$ cat src/rtl/fifo_pkg.sv
// Shared types and elaboration helpers for the synchronous FIFO.
// Mode selects how the read side presents data: registered pop or first-word-fall-through.
package fifo_pkg;

  typedef enum logic {
    FIFO_STD  = 1'b0,
    FIFO_FWFT = 1'b1
  } fifo_mode_e;

  function automatic bit is_pow2(input int unsigned n);
    return (n >= 2) && ((n & (n - 1)) == 0);
  endfunction

endpackage

$ cat src/rtl/fifo_mem.sv
// FIFO storage: DEPTH x DATA_WIDTH register array, one synchronous write port
// and one asynchronous read port. Contents are never reset or cleared.
module fifo_mem
  import fifo_pkg::*;
#(
  parameter int DEPTH      = 16,
  parameter int DATA_WIDTH = 8
) (
  input  logic                     clk_i,
  input  logic                     we_i,
  input  logic [$clog2(DEPTH)-1:0] waddr_i,
  input  logic [DATA_WIDTH-1:0]    wdata_i,
  input  logic [$clog2(DEPTH)-1:0] raddr_i,
  output logic [DATA_WIDTH-1:0]    rdata_o
);

  logic [DATA_WIDTH-1:0] mem_q [DEPTH];

  always_ff @(posedge clk_i) begin
    if (we_i) begin
      mem_q[waddr_i] <= wdata_i;
    end
  end

  assign rdata_o = mem_q[raddr_i];

endmodule

$ cat src/rtl/fifo_sync.sv
// Single-clock FIFO: pointers, occupancy count, status/sticky-error flags and
// the read-side output stage (registered pop or first-word-fall-through).
module fifo_sync
  import fifo_pkg::*;
#(
  parameter int         DEPTH      = 16,
  parameter int         DATA_WIDTH = 8,
  parameter int         AF_THRESH  = DEPTH - 2,
  parameter int         AE_THRESH  = 2,
  parameter fifo_mode_e MODE       = FIFO_STD
) (
  input  logic                     clk_i,
  input  logic                     rst_i,
  input  logic                     wr_en_i,
  input  logic [DATA_WIDTH-1:0]    data_i,
  input  logic                     rd_en_i,
  input  logic                     flush_i,
  input  logic                     clr_err_i,
  output logic [DATA_WIDTH-1:0]    data_o,
  output logic                     valid_o,
  output logic                     full_o,
  output logic                     empty_o,
  output logic                     almost_full_o,
  output logic                     almost_empty_o,
  output logic [$clog2(DEPTH):0]   count_o,
  output logic                     overflow_o,
  output logic                     underflow_o
);

  localparam int AW = $clog2(DEPTH);
  localparam int CW = AW + 1;

  generate
    if (!is_pow2(DEPTH)) begin : g_bad_depth
      $error("fifo_sync: DEPTH must be a power of two and >= 2");
    end
    if (DATA_WIDTH < 1) begin : g_bad_width
      $error("fifo_sync: DATA_WIDTH must be >= 1");
    end
    if ((AF_THRESH < 1) || (AF_THRESH > DEPTH)) begin : g_bad_af
      $error("fifo_sync: AF_THRESH must be in 1..DEPTH");
    end
    if ((AE_THRESH < 0) || (AE_THRESH > DEPTH - 1)) begin : g_bad_ae
      $error("fifo_sync: AE_THRESH must be in 0..DEPTH-1");
    end
  endgenerate

  logic [CW-1:0]         wr_ptr_q, wr_ptr_d;
  logic [CW-1:0]         rd_ptr_q, rd_ptr_d;
  logic [CW-1:0]         count_q, count_d;
  logic                  overflow_q, overflow_d;
  logic                  underflow_q, underflow_d;
  logic                  is_empty, is_full;
  logic                  rd_accept, wr_accept;
  logic [DATA_WIDTH-1:0] head_data;

  assign is_empty = (count_q == '0);
  assign is_full  = (count_q == CW'(DEPTH));

  // A read frees a slot in the same cycle, so a full FIFO still takes a
  // write alongside a read. Flush suppresses both requests.
  assign rd_accept = rd_en_i && !is_empty && !flush_i;
  assign wr_accept = wr_en_i && !flush_i && (!is_full || rd_accept);

  always_comb begin
    wr_ptr_d = wr_ptr_q;
    rd_ptr_d = rd_ptr_q;
    count_d  = count_q;
    if (flush_i) begin
      wr_ptr_d = '0;
      rd_ptr_d = '0;
      count_d  = '0;
    end else begin
      if (wr_accept) wr_ptr_d = wr_ptr_q + CW'(1);
      if (rd_accept) rd_ptr_d = rd_ptr_q + CW'(1);
      case ({wr_accept, rd_accept})
        2'b10:   count_d = count_q + CW'(1);
        2'b01:   count_d = count_q - CW'(1);
        default: count_d = count_q;
      endcase
    end
  end

  // Sticky errors: a new event in the same cycle as clr_err_i keeps the flag set.
  always_comb begin
    overflow_d  = (wr_en_i && !wr_accept && !flush_i) || (overflow_q && !clr_err_i);
    underflow_d = (rd_en_i && is_empty && !flush_i) || (underflow_q && !clr_err_i);
  end

  always_ff @(posedge clk_i) begin
    if (rst_i) begin
      wr_ptr_q    <= '0;
      rd_ptr_q    <= '0;
      count_q     <= '0;
      overflow_q  <= 1'b0;
      underflow_q <= 1'b0;
    end else begin
      wr_ptr_q    <= wr_ptr_d;
      rd_ptr_q    <= rd_ptr_d;
      count_q     <= count_d;
      overflow_q  <= overflow_d;
      underflow_q <= underflow_d;
    end
  end

  fifo_mem #(
    .DEPTH      (DEPTH),
    .DATA_WIDTH (DATA_WIDTH)
  ) u_mem (
    .clk_i   (clk_i),
    .we_i    (wr_accept),
    .waddr_i (wr_ptr_q[AW-1:0]),
    .wdata_i (data_i),
    .raddr_i (rd_ptr_q[AW-1:0]),
    .rdata_o (head_data)
  );

  generate
    if (MODE == FIFO_STD) begin : g_std
      logic [DATA_WIDTH-1:0] data_q;
      logic                  valid_q;

      // Popped word is captured on the accepting edge and held afterwards;
      // valid is a one-cycle pulse per accepted read.
      always_ff @(posedge clk_i) begin
        if (rst_i) begin
          data_q  <= '0;
          valid_q <= 1'b0;
        end else begin
          valid_q <= rd_accept;
          if (rd_accept) data_q <= head_data;
        end
      end

      assign data_o  = data_q;
      assign valid_o = valid_q;
    end else begin : g_fwft
      assign data_o  = head_data;
      assign valid_o = !is_empty;
    end
  endgenerate

  assign count_o        = count_q;
  assign empty_o        = is_empty;
  assign full_o         = is_full;
  assign almost_full_o  = (count_q >= CW'(AF_THRESH));
  assign almost_empty_o = (count_q <= CW'(AE_THRESH));
  assign overflow_o     = overflow_q;
  assign underflow_o    = underflow_q;

endmodule

$ cat config.mk
export PLATFORM = sky130hd
export DESIGN_NAME = fifo_sync
export DESIGN_NICKNAME = d
export VERILOG_FILES = /design/src/rtl/fifo_pkg.sv /design/src/rtl/fifo_mem.sv /design/src/rtl/fifo_sync.sv
export SDC_FILE = /design/constraint.sdc
export NUM_CORES = 1
export LEC_CHECK = 0
export ABC_AREA = 1
export CORE_MARGIN = 5
export CORE_UTILIZATION = 55
export CTS_BUF_LIST = sky130_fd_sc_hd__clkbuf_8
export DETAILED_ROUTE_END_ITERATION = 12
export GPL_TIMING_DRIVEN = 0
export PLACE_DENSITY = 0.74
export REMOVE_ABC_BUFFERS = 1
export SYNTH_ARGS = -nofsm -noshare
export SYNTH_HDL_FRONTEND = slang
export SYNTH_SLANG_ARGS = --single-unit
$ cat constraint.sdc
create_clock -name clk_i -period 3.3 [get_ports clk_i]
set_input_delay 0.66 -clock clk_i [delete_from_list [all_inputs] [get_ports clk_i]]
set_output_delay 0.66 -clock clk_i [all_outputs]
set_load 0.03 [all_outputs]
[Word-level counts from Yosys, hierarchy flattened]
Memories as Yosys holds them, arrays and structs flattened. A register that Yosys moved wholly into a read port is not among the register bits.
Index checks and enable logic that the tools add are counted.
Word-level totals
  input bits: 14
  memories: 1
  RAM bits: 128
  bits in registers: 18
  output and inout port bits: 20
Memory list
  u_mem.mem_q: depth 16, bits a word 8, rd ports 1, clocked after Yosys merged registers in 1, write ports 1, line fifo_mem.sv:17  | logic [DATA_WIDTH-1:0] mem_q [DEPTH];
Operators by class
  add/sub/neg operators: 4
  mux-type cells: 3
  reduce and logical (&&, ||, !) cells: 21
  $lt $le $gt $ge: 2
  equal/unequal tests: 3
Operators with widths (number)
  $add 5x1->5 const B: 3
  $logic_and 1x1->1: 10
  $pmux 5 s2: 1
  $eq 5x5->1 const B: 1
  $ge 5x4->1 const B: 1
  $le 5x2->1 const B: 1
  $logic_not 1->1: 5
  $logic_not 5->1: 1
  $sub 5x1->5 const B: 1
  $logic_or 1x1->1: 3
  $eq 2x1->1 const B: 1
  $eq 2x2->1 const B: 1
  $mux 1: 2
  $reduce_bool 2->1: 1
  $reduce_or 2->1: 1

[Longest topological paths before layout]
Gate-level depths: netlist (run 1).
  word-level depth: 10
  depth in mapped cells: 13
  depth with buffers taken out: 13

[By module]
Synthesis (run 1) repeated with hierarchy kept, for this count alone.
Second synthesis, totals
  cells, all modules: 707
  area, all modules: 6830.3 µm²
By module, submodules not included
  fifo_mem: instances 1, area each 5606.6 µm², cells each 543
  fifo_sync: instances 1, area each 1223.7 µm², cells each 164

[Worst setup path after synthesis (run 1)]
Ideal clock, no wire load.
  kind: input -> register
  from: input rd_en_i
  to: register count_q[4] (netlist: count_o[4])
  setup time: 116 ps
  arrival: 1949 ps
  path slack: 1235 ps
  stages on the path: 11
  path through: inv_1 -> nor2_2 -> nand2_4 -> inv_4 -> nand2_2 -> fa_1 -> nand3b_1 -> nand3_1 -> nand2_1 -> a21oi_1 -> nor2_1
Between the ends
  longest elaborated chain between the ends: 6
  elaborated cells on any way between the ends: 8
  classes of those cells: eq/ne: 2; mux: 1; reduce/logical: 5
Ends and longest elaborated chain
  start, declared: line fifo_sync.sv:16  | input logic rd_en_i,
  $logic_and 1x1->1 * (2 in series): line fifo_sync.sv:62  | assign rd_accept = rd_en_i && !is_empty && !flush_i;
  $logic_or 1x1->1: line fifo_sync.sv:63  | assign wr_accept = wr_en_i && !flush_i && (!is_full || rd_accept);
  $logic_and 1x1->1: line fifo_sync.sv:63
  $eq 2x1->1 or $eq 2x2->1 (tied branches): line fifo_sync.sv:76  | case ({wr_accept, rd_accept})
  $pmux 5 s2 or $reduce_bool 2->1 (tied branches)
  end signal, assigned: line fifo_sync.sv:100  | count_q <= count_d;
  end, declared: line fifo_sync.sv:50  | logic [CW-1:0] count_q, count_d;
Mark *: on every way between the ends. The rest lies on a longest branch, timed or not.
A chain may end at the register's enable or synchronous reset.

[Worst setup path in the final report (run 1)]
  from: register rd_ptr_q[2]
  to: register rd_ptr_q[3]
Between the ends
  longest elaborated chain between the ends: 1
Ends and longest elaborated chain
  start, declared: line fifo_sync.sv:49  | logic [CW-1:0] rd_ptr_q, rd_ptr_d;
  start signal, assigned: line fifo_sync.sv:99  | rd_ptr_q <= rd_ptr_d;
  $add 5x1->5: line fifo_sync.sv:75  | if (rd_accept) rd_ptr_d = rd_ptr_q + CW'(1);
No other way between the ends.

==> flow_metrics.env, run 1 <==
export IMPL_status="completed"
export IMPL_critical_path_startpoint_type="flip-flop"
export IMPL_static_leakage_power_nw=3.06
export IMPL_placed_cells=830
export IMPL_synth_top_family_by_area="simple AND/OR/NAND/NOR gates"
export IMPL_dp_slack_ns=0.339
export IMPL_clockBufferDepth=2
export IMPL_muxShareOfSynthArea_pct=0
export IMPL_n_antenna_cell=0
export IMPL_min_delay_path_depth=2
export IMPL_postSynthCellCount=677
export IMPL_vias_per_cell=5.39
export IMPL_num_rows=40
export IMPL_min_period_over_period_pct=81.3
export IMPL_power_density_mw_per_mm2=477
export IMPL_boundaryPins=34
export IMPL_final_period_minus_worst_setup_slack_ns=2.68
export IMPL_area_delta_synth_final_pct=11.0
export IMPL_worstHoldPathType="reg2reg"
export IMPL_drt_drc_violations_left=0
export IMPL_synth_compound_area_share_pct=2.57
export IMPL_post_synthesis_mean_instance_area_um2=9.87
export IMPL_sequential_cell_area_mm2=0.00433
export IMPL_cts_hold_fix_buffers=0
export IMPL_residual_antenna_violating_net_count_after_detailed_routing=0
export IMPL_hold_viol_final=0
export IMPL_num_fill_cells=971
export IMPL_detailedRoute_firstPassIterationCount=5
export IMPL_final_nets=725
export IMPL_grt_total_usage_pct=21.0
export IMPL_finalSetupViolations=0
export IMPL_finalCoreUtilization_pct=62.0
export IMPL_worstReg2RegStart="rd_ptr_q[2]"
export IMPL_grt_pass1_wl_mm=23.0
export IMPL_syn_area_mm2=0.00668
export IMPL_synth_adder_area_share_pct=1.80
export IMPL_cts_root_buf="sky130_fd_sc_hd__clkbuf_8"
export IMPL_initial_utilization_pct=55.8
export IMPL_cts_repair_resized=0
export IMPL_floorplan_die_area_mm2=0.0144
export IMPL_synth_xor_area_share_pct=0.393
export IMPL_unrepaired_setup_endpoints_after_global_routing="no"
export IMPL_routedWlPerCell_um=16.7
export IMPL_worst_slack_setup_final_ns=0.617
export IMPL_worst_hold_path_endpoint="underflow_o"
export IMPL_power_w=0.00354
export IMPL_layout_drive_gt1_share_pct=6.15
export IMPL_core_region_area_mm2=0.0120
export IMPL_critPathCaptureType="flip-flop"
export IMPL_synth_seq_cells=152
export IMPL_achievable_frequency_ghz=0.373
export IMPL_clock_skew_final_ns=0.00896
export IMPL_clk_pin_slew_ns=0.07
export IMPL_timing_max_slew_rel_slack_pct=34.0
export IMPL_reg_to_reg_critical_path_endpoint="rd_ptr_q[3]"
export IMPL_dr_first_iter_drc_count=359
export IMPL_worst_r2r_setup_slack_ns=0.62
export IMPL_die_h_um=120
export IMPL_critical_path_class="reg2reg"
export IMPL_clock_latency_ns=0.44
export IMPL_vdd_ir_drop_max_uv=300
export IMPL_globalRoute_totalOverflow=0
export IMPL_grt_start_max_net_pins=43
export IMPL_finalWirelength_mm=14.4
export IMPL_port_buffers=33
export IMPL_tightest_slew_ns=0.989
export IMPL_dr_total_vias=4649
export IMPL_cts_buffers=17
export IMPL_worst_ep_required_time_ns=3.62
export IMPL_cts_htree_levels=4
export IMPL_min_from="underflow_o"
export IMPL_synthDistinctLibCells=31
export IMPL_multi_input_comb_area_mm2=0.00184
export IMPL_worst_endpoint_arrival_ns=3.00
export IMPL_number_of_max_capacitance_violations_reported=0
export IMPL_clock_tree_from_tritoncts="yes"
export IMPL_final_max_slew_viol_count=0
export IMPL_yosys_area_share_simple_pct=22.8
export IMPL_synth_sequential_area_ratio_pct=64.7
export IMPL_synth_warning_count=0
export IMPL_place_congestion=0.848
export IMPL_setup_tns_ns=0
export IMPL_finalNonFillerCells=862
export IMPL_detailedPlacementHpwl_mm=8.93
export IMPL_path_max_fanout=18
export IMPL_horizontal_die_dimension_um=120
export IMPL_ff2ff_path_depth=5
export IMPL_number_of_antenna_violations_at_the_first_check_in_global_routing=0
export IMPL_cts_sinks=152
export IMPL_grt_pass1_vias=4432
export IMPL_post_cts_buffers=0
[power by group]
part,internal [W],switching (W),leakage [nW]
combinational,0.0000687,0.000131,1.51
clock,0.000605,0.000621,0.204
sequential,0.00209,0.0000163,1.35
total,0.00277,0.000768,3.06
[cells in the final DEF (no fill, tap or decap), types with 3 or more instances in the layout]
| cell type | instances |
|---|---|
| sky130_fd_sc_hd__nand2_1 | 189 |
| sky130_fd_sc_hd__edfxtp_1 | 128 |
| sky130_fd_sc_hd__nand3_1 | 97 |
| sky130_fd_sc_hd__inv_1 | 95 |
| sky130_fd_sc_hd__nor2_1 | 60 |
| sky130_fd_sc_hd__clkdlybuf4s50_1 | 33 |
| sky130_fd_sc_hd__dfxtp_1 | 22 |
| sky130_fd_sc_hd__clkbuf_8 | 19 |
| sky130_fd_sc_hd__o21ai_0 | 17 |
| sky130_fd_sc_hd__a21oi_1 | 12 |
| sky130_fd_sc_hd__ha_1 | 8 |
| sky130_fd_sc_hd__inv_2 | 4 |
| sky130_fd_sc_hd__clkinv_1 | 4 |
| sky130_fd_sc_hd__nand3_2 | 3 |
| sky130_fd_sc_hd__nand2_2 | 3 |
[layout make-up]
| cell class | count | share of cell area [%] |
|---|---|---|
| multi-input combinational | 402 | 24.8 |
| clock inverter | 13 | 1.05 |
| inverter | 94 | 4.79 |
| sequential | 152 | 58.4 |
| timing repair buffer | 35 | 4.99 |
| clock buffer | 19 | 3.53 |
| tap | 147 | 2.48 |
[Yosys cell counts]
master	number	area share (%)
sky130_fd_sc_hd__nor2_1	60	3.4
sky130_fd_sc_hd__nor3_1	1	0.075
sky130_fd_sc_hd__nand2_2	3	0.28
sky130_fd_sc_hd__buf_2	15	1.1
sky130_fd_sc_hd__inv_1	88	4.9
sky130_fd_sc_hd__clkbuf_4	1	0.11
sky130_fd_sc_hd__nor2_4	2	0.34
sky130_fd_sc_hd__buf_4	3	0.34
sky130_fd_sc_hd__clkinv_1	2	0.11
sky130_fd_sc_hd__nand2_4	1	0.17
sky130_fd_sc_hd__a21oi_2	2	0.26
sky130_fd_sc_hd__buf_8	1	0.22
sky130_fd_sc_hd__edfxtp_1	128	58
sky130_fd_sc_hd__inv_4	1	0.094
sky130_fd_sc_hd__buf_6	1	0.17
sky130_fd_sc_hd__nand3_2	3	0.45
sky130_fd_sc_hd__dfxtp_1	24	7.2
sky130_fd_sc_hd__o21ai_0	17	1.3
sky130_fd_sc_hd__nand3_1	97	7.3
sky130_fd_sc_hd__nand3b_1	1	0.11
sky130_fd_sc_hd__clkbuf_1	6	0.34
sky130_fd_sc_hd__xor2_1	2	0.26
sky130_fd_sc_hd__inv_2	3	0.17
sky130_fd_sc_hd__ha_1	8	1.5
sky130_fd_sc_hd__a21oi_1	12	0.90
sky130_fd_sc_hd__buf_1	2	0.11
sky130_fd_sc_hd__fa_1	1	0.30
sky130_fd_sc_hd__nand2_1	189	11
sky130_fd_sc_hd__nor2_2	1	0.094
sky130_fd_sc_hd__o21ai_2	1	0.13
sky130_fd_sc_hd__xnor2_1	1	0.13
[registers in the layout, indices dropped and copies added, names as in the netlist]
name,count
wr_ptr_q,4
underflow_o,1
u_mem.mem_q,128
rd_ptr_q,4
overflow_o,1
valid_o,1
data_o,8
count_o,5
[through the flow]
stage	hold slack (ns)	cell area, um^2
global route	0.516	7410
global placement	0.455	7030
CTS	0.480	7410
floorplan	0.469	6520
detailed placement	0.469	7080
finish	0.476	7410
[critical path: stages, from the launching register on]
cell and delay, ns:
sky130_fd_sc_hd__dfxtp_1 0.98, sky130_fd_sc_hd__clkinv_1 0.91, sky130_fd_sc_hd__nor3_1 0.34, sky130_fd_sc_hd__nand2_1 0.11, sky130_fd_sc_hd__o21ai_0 0.17, sky130_fd_sc_hd__a21oi_1 0.06
[logic make-up (layout without fill, tap and decap cells)]
group / after synthesis / in the layout
simple gates: 358 / 358
flops: 152 / 152
buf+inv: 123 / 161
compound gates: 32 / 32
fa+ha+maj: 9 / 9
xor+xnor: 3 / 3
[worst max-delay path by stage]
stage | from | to | slack (ns) | depth (start not counted)
global placement | rd_ptr_q[0] | data_o[7] | -1.65 | 7
detailed placement | wr_en_i | u_mem.mem_q[5][6] | 0.34 | 7
global route | rd_ptr_q[2] | rd_ptr_q[3] | 0.43 | 5
floorplan | rd_ptr_q[0] | data_o[0] | 0.19 | 7
finish | rd_ptr_q[2] | rd_ptr_q[3] | 0.62 | 5
CTS | rd_ptr_q[2] | rd_ptr_q[3] | 0.74 | 5
[routing by layer]
metal	up-vias	part of all wire [%]	track usage, %
li1	2254	-	-
met2	147	49	34.0
met1	2226	42	28.1
met5	-	0	0
met3	22	6.6	3.74
met4	0	2.2	8.95
Power figures use the tool's default switching activity.
==> inputs of run 2 (changes only) <==
==> constraint.sdc (replaced) <==
create_clock -name clk_i -period 2.5 [get_ports clk_i]
set_input_delay 0.5 -clock clk_i [delete_from_list [all_inputs] [get_ports clk_i]]
set_output_delay 0.5 -clock clk_i [all_outputs]
set_load 0.03 [all_outputs]
==> run 2 against run 1 <==
Against the previous run: count of clock-buffer cells in the layout did not move; final cell count stayed put; highest routed layer unchanged; hold slack about the same; total power up 32%; flip-flop and latch count did not move; cell area about the same; first-iteration DRC count grew 1.4%; worst setup slack worse by 0.48 ns.
==> flow_metrics.env, run 2 (same netlist as run 1, synthesis figures left out) <==
export IMPL_status="completed"
export IMPL_reg_to_reg_critical_path_endpoint="rd_ptr_q[3]"
export IMPL_switching_share_pct=21.6
export IMPL_clock_skew_final_ns=0.0101
export IMPL_critPathCaptureType="output pin"
export IMPL_largest_register="u_mem.mem_q"
export IMPL_worst_r2r_setup_slack_ns=0.22
export IMPL_grt_start_max_net_pins=43
export IMPL_drt_drc_violations_left=0
export IMPL_dr_first_iter_drc_count=364
export IMPL_worstHoldPathType="reg2reg"
export IMPL_critical_path_startpoint_type="flip-flop"
export IMPL_critical_path_class="reg2out"
export IMPL_cts_hold_fix_buffers=0
export IMPL_hold_viol_final=0
export IMPL_globalRoute_totalOverflow=0
export IMPL_clock_tree_from_tritoncts="yes"
export IMPL_power_density_mw_per_mm2=629
export IMPL_p_comb_share_pct=5.6
export IMPL_placed_cells=830
export IMPL_vias_per_cell=5.39
export IMPL_timing_max_slew_rel_slack_pct=34.5
export IMPL_clk_pin_slew_ns=0.07
export IMPL_initial_utilization_pct=55.8
export IMPL_static_leakage_power_nw=3.06
export IMPL_clock_latency_ns=0.44
export IMPL_final_nets=725
export IMPL_layout_cells_most_common="sky130_fd_sc_hd__nand2_1"
export IMPL_number_of_antenna_violations_at_the_first_check_in_global_routing=0
export IMPL_core_region_area_mm2=0.0120
export IMPL_final_period_minus_worst_setup_slack_ns=2.37
export IMPL_number_of_max_capacitance_violations_reported=0
export IMPL_worst_endpoint_arrival_ns=1.87
export IMPL_achievable_frequency_ghz=0.423
export IMPL_layout_drive_gt1_share_pct=6.29
export IMPL_min_period_over_period_pct=94.6
export IMPL_die_h_um=120
export IMPL_finalWirelength_mm=14.4
export IMPL_path_max_fanout=5
export IMPL_largest_reg_flops=128
export IMPL_final_max_slew_viol_count=0
export IMPL_hold_slack_ns=0.476
export IMPL_num_rows=40
export IMPL_ff2ff_path_depth=5
export IMPL_worstReg2RegStart="rd_ptr_q[2]"
export IMPL_port_buffers=33
export IMPL_detailedRoute_firstPassIterationCount=5
export IMPL_residual_antenna_violating_net_count_after_detailed_routing=0
export IMPL_grt_pass1_wl_mm=23.0
export IMPL_grt_total_usage_pct=21.0
export IMPL_worst_ep_required_time_ns=2.00
export IMPL_switchingPower_w=0.00101
export IMPL_vdd_ir_drop_max_uv=395
export IMPL_worst_hold_path_endpoint="underflow_o"
export IMPL_boundaryPins=34
export IMPL_finalNonFillerCells=862
export IMPL_grt_pass1_vias=4432
export IMPL_min_from="underflow_o"
export IMPL_place_congestion=0.848
export IMPL_floorplan_die_area_mm2=0.0144
export IMPL_horizontal_die_dimension_um=120
export IMPL_unrepaired_setup_endpoints_after_global_routing="no"
export IMPL_clockBufferDepth=2
export IMPL_routedWlPerCell_um=16.7
export IMPL_min_delay_path_depth=2
export IMPL_finalSetupViolations=0
export IMPL_post_cts_buffers=0
export IMPL_most_common_layout_cells="sky130_fd_sc_hd__nand2_1, sky130_fd_sc_hd__edfxtp_1, sky130_fd_sc_hd__nand3_1"
export IMPL_cts_buffers=17
export IMPL_n_antenna_cell=0
export IMPL_detailedPlacementHpwl_mm=8.93
export IMPL_cts_root_buf="sky130_fd_sc_hd__clkbuf_8"
export IMPL_clock_power_share_pct=34.6
export IMPL_cts_htree_levels=4
export IMPL_detailed_place_area_mm2=0.00708
export IMPL_tightest_slew_ns=0.981
export IMPL_dr_total_vias=4646
export IMPL_finalInstanceArea_mm2=0.00742
export IMPL_cts_sinks=152
export IMPL_area_delta_synth_final_pct=11.1
export IMPL_pwr_share_seq_pct=59.7
export IMPL_internal_power_w=0.00365
[run 2: power groups by stage]
stage	Clock, W	Sequential [W]	Combinational, W
6_report	0.00161	0.00279	0.000263
5_1_grt	0.00175	0.00279	0.000289
2_1_floorplan	0	0.00286	0.000119
4_1_cts	0.00163	0.00279	0.000264
3_3_place_gp	0	0.00284	0.000251
3_5_place_dp	0	0.00284	0.000262
[run 2: through the flow]
step	util, %	setup slack, ns	TNS, ns	total power (W)
finish	62.0	0.134	0	0.00466
global route	62.0	0.00853	0	0.00482
CTS	62.0	0.100	0	0.00468
detailed placement	59.2	-0.301	-24.88	0.00310
global placement	58.8	-2.45	-40.71	0.00309
floorplan	-	-0.611	-5.90	0.00298
[run 2: worst max-delay path by stage]
| stage | startpoint | to | slack, ns | cells past startpoint |
|---|---|---|---|---|
| final | count_o[2] | empty_o | 0.13 | 4 |
| after global routing | flush_i | count_o[4] | 0.009 | 13 |
| after floorplan | rd_ptr_q[0] | data_o[0] | -0.61 | 7 |
| after CTS | count_o[2] | empty_o | 0.10 | 4 |
| after detailed placement | wr_en_i | u_mem.mem_q[5][6] | -0.30 | 7 |
| after global placement | rd_ptr_q[0] | data_o[7] | -2.45 | 7 |
[run 2: final cells by class]
class / instances / area [um^2]
sequential: 152 / 4330
inverter: 94 / 357
clock buffer: 19 / 262
multi-input combinational: 402 / 1840
fill: 970 / 4540
timing repair buffer: 35 / 370
clock inverter: 13 / 77.6
tap: 147 / 184
[run 2: worst max-delay path: stages (launching register included)]
cell and delay [ns]:
sky130_fd_sc_hd__dfxtp_1 0.38, sky130_fd_sc_hd__nor2_4 0.16, sky130_fd_sc_hd__nand3_2 0.12, sky130_fd_sc_hd__inv_1 0.09, sky130_fd_sc_hd__clkdlybuf4s50_1 0.67
[run 2: what timing repair did]
action / 4_1_cts / 5_1_grt
endpoints found under the hold margin: 0 / 0
resized for setup: 1 / 1
endpoints found under the setup margin: 4 / 5
[run 2: layer usage]
metal  vias to the layer above  global-route usage [%]  part of all wire, %
li1                       2251                       -                    -
met1                      2242                    28.1                   42
met2                       134                    34.0                   50
met3                        19                    3.74                  6.1
met4                         0                    8.95                  2.0
met5                         -                       0                    0
